--- src/rtl/weight_update_scheduler_pkg.sv ---
// Shared constants and state encoding for the STDP weight-update scheduler.
// Default geometry and the count-mux/LUT latency live here so every block agrees.
package weight_update_scheduler_pkg;

    localparam int WUS_M      = 784;
    localparam int WUS_N      = 16;
    localparam int WUS_ADDR_W = 10;
    localparam int WUS_NSEL_W = 4;
    localparam int WUS_LAT    = 2;

    typedef enum logic [1:0] {
        WUS_IDLE  = 2'd0,
        WUS_SWEEP = 2'd1,
        WUS_DRAIN = 2'd2
    } wus_state_t;

endpackage

--- src/rtl/weight_update_scheduler_rr_arbiter.sv ---
// Combinational round-robin arbiter: the first set request at or after ptr wins,
// wrapping modulo N. The pointer register is owned by the parent.
module weight_update_scheduler_rr_arbiter
    import weight_update_scheduler_pkg::*;
#(
    parameter int N      = WUS_N,
    parameter int NSEL_W = WUS_NSEL_W
) (
    input  logic [N-1:0]      req,
    input  logic [NSEL_W-1:0] ptr,
    output logic [N-1:0]      grant,
    output logic [NSEL_W-1:0] idx,
    output logic              any
);

    logic [NSEL_W-1:0] k;

    // NOTE: every signal written here gets a default first so no latch is inferred.
    always_comb begin
        grant = '0;
        idx   = '0;
        any   = 1'b0;
        k     = '0;
        for (int i = 0; i < N; i++) begin
            k = NSEL_W'((int'(ptr) + i) % N);
            if (!any && req[k]) begin
                any      = 1'b1;
                grant[k] = 1'b1;
                idx      = k;
            end
        end
    end

endmodule

--- src/rtl/weight_update_scheduler.sv ---
// Round-robin STDP sweep scheduler: grants one neuron at a time, sweeps inputs 0..M-1
// and emits write-back strobes delayed by LAT. Optional counters under WUS_PERF_CNT_EN.
module weight_update_scheduler
    import weight_update_scheduler_pkg::*;
#(
    parameter int M      = WUS_M,
    parameter int N      = WUS_N,
    parameter int ADDR_W = WUS_ADDR_W,
    parameter int NSEL_W = WUS_NSEL_W,
    parameter int LAT    = WUS_LAT
) (
    input  logic              clk,
    input  logic              rst,
    input  logic [N-1:0]      req,
    input  logic              enable,
    input  logic              stall,
    output logic [ADDR_W-1:0] ip_select,
    output logic              rd_en,
    output logic [NSEL_W-1:0] neuron_sel,
    output logic              wb_en,
    output logic [ADDR_W-1:0] wb_addr,
    output logic [NSEL_W-1:0] wb_neuron,
    output logic              busy,
    output logic              done,
    output logic [N-1:0]      pending
`ifdef WUS_PERF_CNT_EN
    ,
    output logic [15:0]       coalesce_cnt,
    output logic [31:0]       busy_cycles
`endif
);

    localparam logic [ADDR_W-1:0] LAST_ADDR  = ADDR_W'(M - 1);
    localparam logic [2:0]        DRAIN_LAST = 3'(LAT - 1);

    wus_state_t        state, state_next;
    logic [NSEL_W-1:0] ptr;
    logic [N-1:0]      grant;
    logic [NSEL_W-1:0] winner;
    logic              any;
    logic              grant_fire;
    logic [2:0]        drain_cnt;

    logic [LAT-1:0]    dl_v;
    logic [ADDR_W-1:0] dl_a [LAT];
    logic [NSEL_W-1:0] dl_n [LAT];

    weight_update_scheduler_rr_arbiter #(.N(N), .NSEL_W(NSEL_W)) u_arb (
        .req   (pending),
        .ptr   (ptr),
        .grant (grant),
        .idx   (winner),
        .any   (any)
    );

    always_comb begin
        state_next = state;
        grant_fire = 1'b0;
        rd_en      = 1'b0;
        done       = 1'b0;
        case (state)
            WUS_IDLE: begin
                if (enable && any) begin
                    grant_fire = 1'b1;
                    state_next = WUS_SWEEP;
                end
            end
            WUS_SWEEP: begin
                rd_en = !stall;
                if (!stall && ip_select == LAST_ADDR) state_next = WUS_DRAIN;
            end
            WUS_DRAIN: begin
                // The final delayed strobe leaves the line on the last non-stalled drain cycle.
                if (!stall && drain_cnt == DRAIN_LAST) begin
                    done       = 1'b1;
                    state_next = WUS_IDLE;
                end
            end
            default: state_next = WUS_IDLE;
        endcase
    end

    assign busy = (state != WUS_IDLE);

    // NOTE: sequential state uses non-blocking assignments so all registers update together.
    always_ff @(posedge clk or posedge rst) begin
        if (rst) begin
            state      <= WUS_IDLE;
            ptr        <= '0;
            pending    <= '0;
            neuron_sel <= '0;
            ip_select  <= '0;
            drain_cnt  <= '0;
        end else begin
            state   <= state_next;
            // A same-cycle request for the granted neuron re-arms it: set wins over clear.
            pending <= (pending & ~(grant_fire ? grant : '0)) | req;
            if (grant_fire) begin
                neuron_sel <= winner;
                ip_select  <= '0;
                ptr        <= (winner == NSEL_W'(N - 1)) ? '0 : winner + 1'b1;
            end else if (rd_en && ip_select != LAST_ADDR) begin
                ip_select <= ip_select + 1'b1;
            end
            if (state == WUS_DRAIN) begin
                if (!stall) drain_cnt <= drain_cnt + 1'b1;
            end else begin
                drain_cnt <= '0;
            end
        end
    end

    // NOTE: the delay line is small and reset so an abort can never leak a stale strobe.
    always_ff @(posedge clk or posedge rst) begin
        if (rst) begin
            dl_v <= '0;
            for (int i = 0; i < LAT; i++) begin
                dl_a[i] <= '0;
                dl_n[i] <= '0;
            end
        end else if (!stall) begin
            dl_v[0] <= rd_en;
            dl_a[0] <= ip_select;
            dl_n[0] <= neuron_sel;
            for (int i = 1; i < LAT; i++) begin
                dl_v[i] <= dl_v[i-1];
                dl_a[i] <= dl_a[i-1];
                dl_n[i] <= dl_n[i-1];
            end
        end
    end

    assign wb_en     = dl_v[LAT-1] & ~stall;
    assign wb_addr   = dl_a[LAT-1];
    assign wb_neuron = dl_n[LAT-1];

`ifdef WUS_PERF_CNT_EN
    logic [16:0] coalesce_sum;

    assign coalesce_sum = {1'b0, coalesce_cnt} + 17'($countones(req & pending));

    always_ff @(posedge clk or posedge rst) begin
        if (rst) begin
            coalesce_cnt <= '0;
            busy_cycles  <= '0;
        end else begin
            coalesce_cnt <= coalesce_sum[16] ? 16'hFFFF : coalesce_sum[15:0];
            busy_cycles  <= busy_cycles + 32'(busy);
        end
    end
`endif

endmodule

--- config.mk ---
export PLATFORM = sky130hd
export DESIGN_NAME = weight_update_scheduler
export DESIGN_NICKNAME = d
export VERILOG_FILES = /design/src/rtl/weight_update_scheduler_pkg.sv /design/src/rtl/weight_update_scheduler_rr_arbiter.sv /design/src/rtl/weight_update_scheduler.sv
export SDC_FILE = /design/constraint.sdc
export NUM_CORES = 1
export LEC_CHECK = 0
export BUFFER_PORTS_ARGS = -buffer_cell sky130_fd_sc_hd__buf_2
export CORE_ASPECT_RATIO = 1.75
export CORE_UTILIZATION = 44
export CTS_BUF_LIST = sky130_fd_sc_hd__clkbuf_16
export DETAILED_ROUTE_END_ITERATION = 6
export MAX_ROUTING_LAYER = met4
export PLACE_DENSITY_LB_ADDON = 0.25
export REMOVE_ABC_BUFFERS = 1
export SLEW_MARGIN = 20
export SYNTH_ARGS = -nofsm -noshare
export SYNTH_HDL_FRONTEND = slang
export SYNTH_SLANG_ARGS = --single-unit
--- constraint.sdc ---
create_clock -name clk -period 7.1 [get_ports clk]
set_clock_uncertainty 0.05 [all_clocks]
set_input_delay 0 -clock clk [delete_from_list [all_inputs] [get_ports clk]]
set_output_delay 0 -clock clk [all_outputs]
set_load 0.005 [all_outputs]
==> out/qor.yml <==
sta:
  period_minus_slack_ns: 5.85
  setup_viol: 0
  fmax_ghz: 0.171
  maxSlewViolCount: 0
  slew_headroom: 0.300
  fin_setup_tns_ns: 0
  rsz0062_at_grt: "no"
  fin_crit_sh: 0.823
  finalHoldViolations: 0
  tightest_slew_ns: 1.05
logic_synthesis:
  synth_simple_gate_area_share: 0.223
  synth_xor_area_frac: 0.0357
  netlist_area_mm2: 0.00707
  netlist_top_cells_area: "dfrtp_1 24%, mux4_2 8.3%, nand2_1 7.4%"
  synth_top_flop_cell: "dfrtp_1"
  synthDistinctLibCells: 76
  synth-seq-cells: 69
  synth_top_cell_area_share: 0.244
  synth_fa_ha_area_frac: 0.0301
  synthCells: 857
  yosysSeqAreaShare: 0.244
  yosysWarnings: 0
  synth_edf_count: 0
  avgSynthCellArea_um2: 8.25
  synth.area.mux_share: 0.189
  yosys.area.top_type: "dfrtp_1"
  synth-compound-area-share: 0.216
  synth_top_family_by_area: "simple AND/OR/NAND/NOR gates"
  async_flop_share: 1.00
cells_and_area:
  nNetsFinal: 942
  n_antenna_cell: 0
  regArea_mm2: 0.00173
  area_growth_pct: 12.7
  fill_cells: 1506
  drive_above_1_share: 0.205
  final_cell_mix: "139 x nand2_1, 81 x nor2_1, 69 x dfrtp_1"
  final_util: 0.505
  multi_input_area_mm2: 0.00491
  layout_commonest_cell: "nand2_1"
place:
  place.gp.congestion: 1.03
  dp_hpwl_um: 22300
  port_buffers: 67
clock_network:
  h-tree-depth: 3
  clkLatencyLatePin_ns: 0.33
  clock_path_buffers: 2
  cts_buffers: 9
  cts_resized: 0
  cts_root_buffer: "clkbuf_16"
  clkSinkCount: 69
  cts.clk_slew.worst_paths_ns: 0.06
  cts_tree: "yes"
grt:
  grt_antenna_before_repair: 0
  grt_pass1_vias: 7631
  overflow: 0
  grt_pass1_wl_um: 45600
  grt_usage: 0.375
  grt_max_degree: 70
min_path:
  hold_class: "in -> reg"
pwr:
  p_comb_frac: 0.615
  powerDensity_mw_per_mm2: 351
  p_switching_uw: 1440
  swShare: 0.515
  p_clk_frac: 0.173
  vdd_drop_max_mv: 0.282
  seqPwrFrac: 0.212
  internal_power_uw: 1360
  p_leak_uw: 0.00309
die:
  dieWidth_um: 97.8
  die_y_um: 170
  row_count: 61
  core_area_mm2: 0.0158
  ios: 68
  die_area_mm2: 0.0166
  start_util: 0.448
critical_path:
  cp_max_fo: 17
  required_ns: 7.24
  cp_data_arrival_time_ns: 5.99
  crit_type: "reg -> reg"
  timing.reg2reg.setup_slack_ns: 1.25
  crit_path_end_kind: "flop"
  start_kind: "flop"
run_status:
  failed_checks: "DRC"
  status: "finished with violations"
detailed_routing:
  num_vias: 7746
  ant_nets: 0
  first_pass_iters: 7
  wl_um: 29600
  vias_per_cell: 7.05
  first_iter_violations: 835
  wl_per_cell_um: 27.0
  drc_errors: 2
flow_run:
  maxCapViolCount: 0
[Yosys cell counts, drive strengths merged, types with 9 or more instances]
library cell  count
nor3             29
nand3            31
nand4            17
o22ai            33
buf              28
o221ai           22
inv              24
a211oi            9
clkbuf           42
mux4             28
dfrtp            69
mux2i            14
nor2             81
mux2             48
a21oi            28
xor2             11
o211ai           11
a31oi            14
o21ai            35
xnor2            17
nand2           139
ha               17
[layer usage]
| metal | wire, um | track usage | vias up | part of all wire |
|---|---|---|---|---|
| met5 | 0 | - | - | 0 |
| met4 | 2720 | 0.302 | 0 | 0.092 |
| met3 | 2300 | 0.0548 | 175 | 0.077 |
| met2 | 14500 | 0.623 | 580 | 0.49 |
| met1 | 10100 | 0.394 | 3669 | 0.34 |
| li1 | - | - | 3322 | - |
[logic make-up (layout without fill, tap and decap cells)]
| logic type | Yosys count | in the layout |
|---|---|---|
| muxes | 90 | 90 |
| buffers and inverters | 96 | 149 |
| and+or+nand+nor | 341 | 341 |
| adders and majority gates | 17 | 17 |
| AOI/OAI and AO/OA | 216 | 216 |
| DFF | 69 | 69 |
| xor gates and xnor gates | 28 | 28 |
[path summary, 6_finish.rpt]
check,depth (start not counted),endpoint,startpoint
setup / recovery,15,ptr[0],ptr[1]
hold / removal,4,state[0],enable
setup reg to reg,15,ptr[0],ptr[1]
hold reg to reg,1,state[0],state[1]
max in group asynchronous,4,dl_n[7],rst
min in group asynchronous,4,dl_n[4],rst
[sequential cells by signal, summed over array words and instances, names as in the netlist, 3 cells and up]
register    count
neuron_sel      4
ptr             4
ip_select      10
dl_n            4
pending        16
dl_a           10
wb_neuron       4
drain_cnt       3
wb_addr        10
[worst max-delay path, cell delays in order, from the launching register on]
cell and delay (ns):
dfrtp_1 0.82, inv_1 0.38, ha_1 0.31, xor2_1 0.83
mux4_2 0.53, mux2i_4 0.29, nand4_2 0.34, nor2_1 0.50
nand2_1 0.51, nand3_1 0.22, o2bb2ai_1 0.20, inv_1 0.11
ha_1 0.14, inv_1 0.06, nor3b_1 0.27, o22ai_1 0.12
[per-stage QoR]
stage | cell area (um^2) | hold slack, ns | instances | total power (uW) | setup WS, ns
finish | 7970 | 0.0581 | 1099 | 2800 | 1.25
global route | 7970 | 0.104 | 1099 | 2910 | 1.03
detailed placement | 7480 | 0.144 | 1066 | 2240 | 1.43
floorplan | 6730 | -0.0198 | 787 | 1600 | 1.92
CTS | 7970 | 0.0620 | 1099 | 2740 | 1.36
global placement | 7480 | 0.144 | 1066 | 2260 | 1.43
[area by class of cell]
class | count | area share
multi-input combinational | 692 | 0.616
tap | 189 | 0.0297
sequential | 69 | 0.217
timing repair buffer | 107 | 0.0851
inverter | 26 | 0.0122
clock inverter | 7 | 0.0124
clock buffer | 9 | 0.0283
[what timing repair did]
| item | in CTS | in global routing |
|---|---|---|
| setup buffers | 0 | 0 |
| endpoints found under the hold margin | 85 | 0 |
| hold buffers | 17 | 0 |
[power groups by stage]
| stage | sequential, uW | clock [uW] | combinational [uW] |
|---|---|---|---|
| 4_1_cts | 591 | 492 | 1660 |
| 5_1_grt | 605 | 505 | 1800 |
| 3_5_place_dp | 597 | 0 | 1650 |
| 3_3_place_gp | 597 | 0 | 1660 |
| 6_report | 593 | 484 | 1720 |
| 2_1_floorplan | 608 | 0 | 993 |
Power figures use the tool's default switching activity.
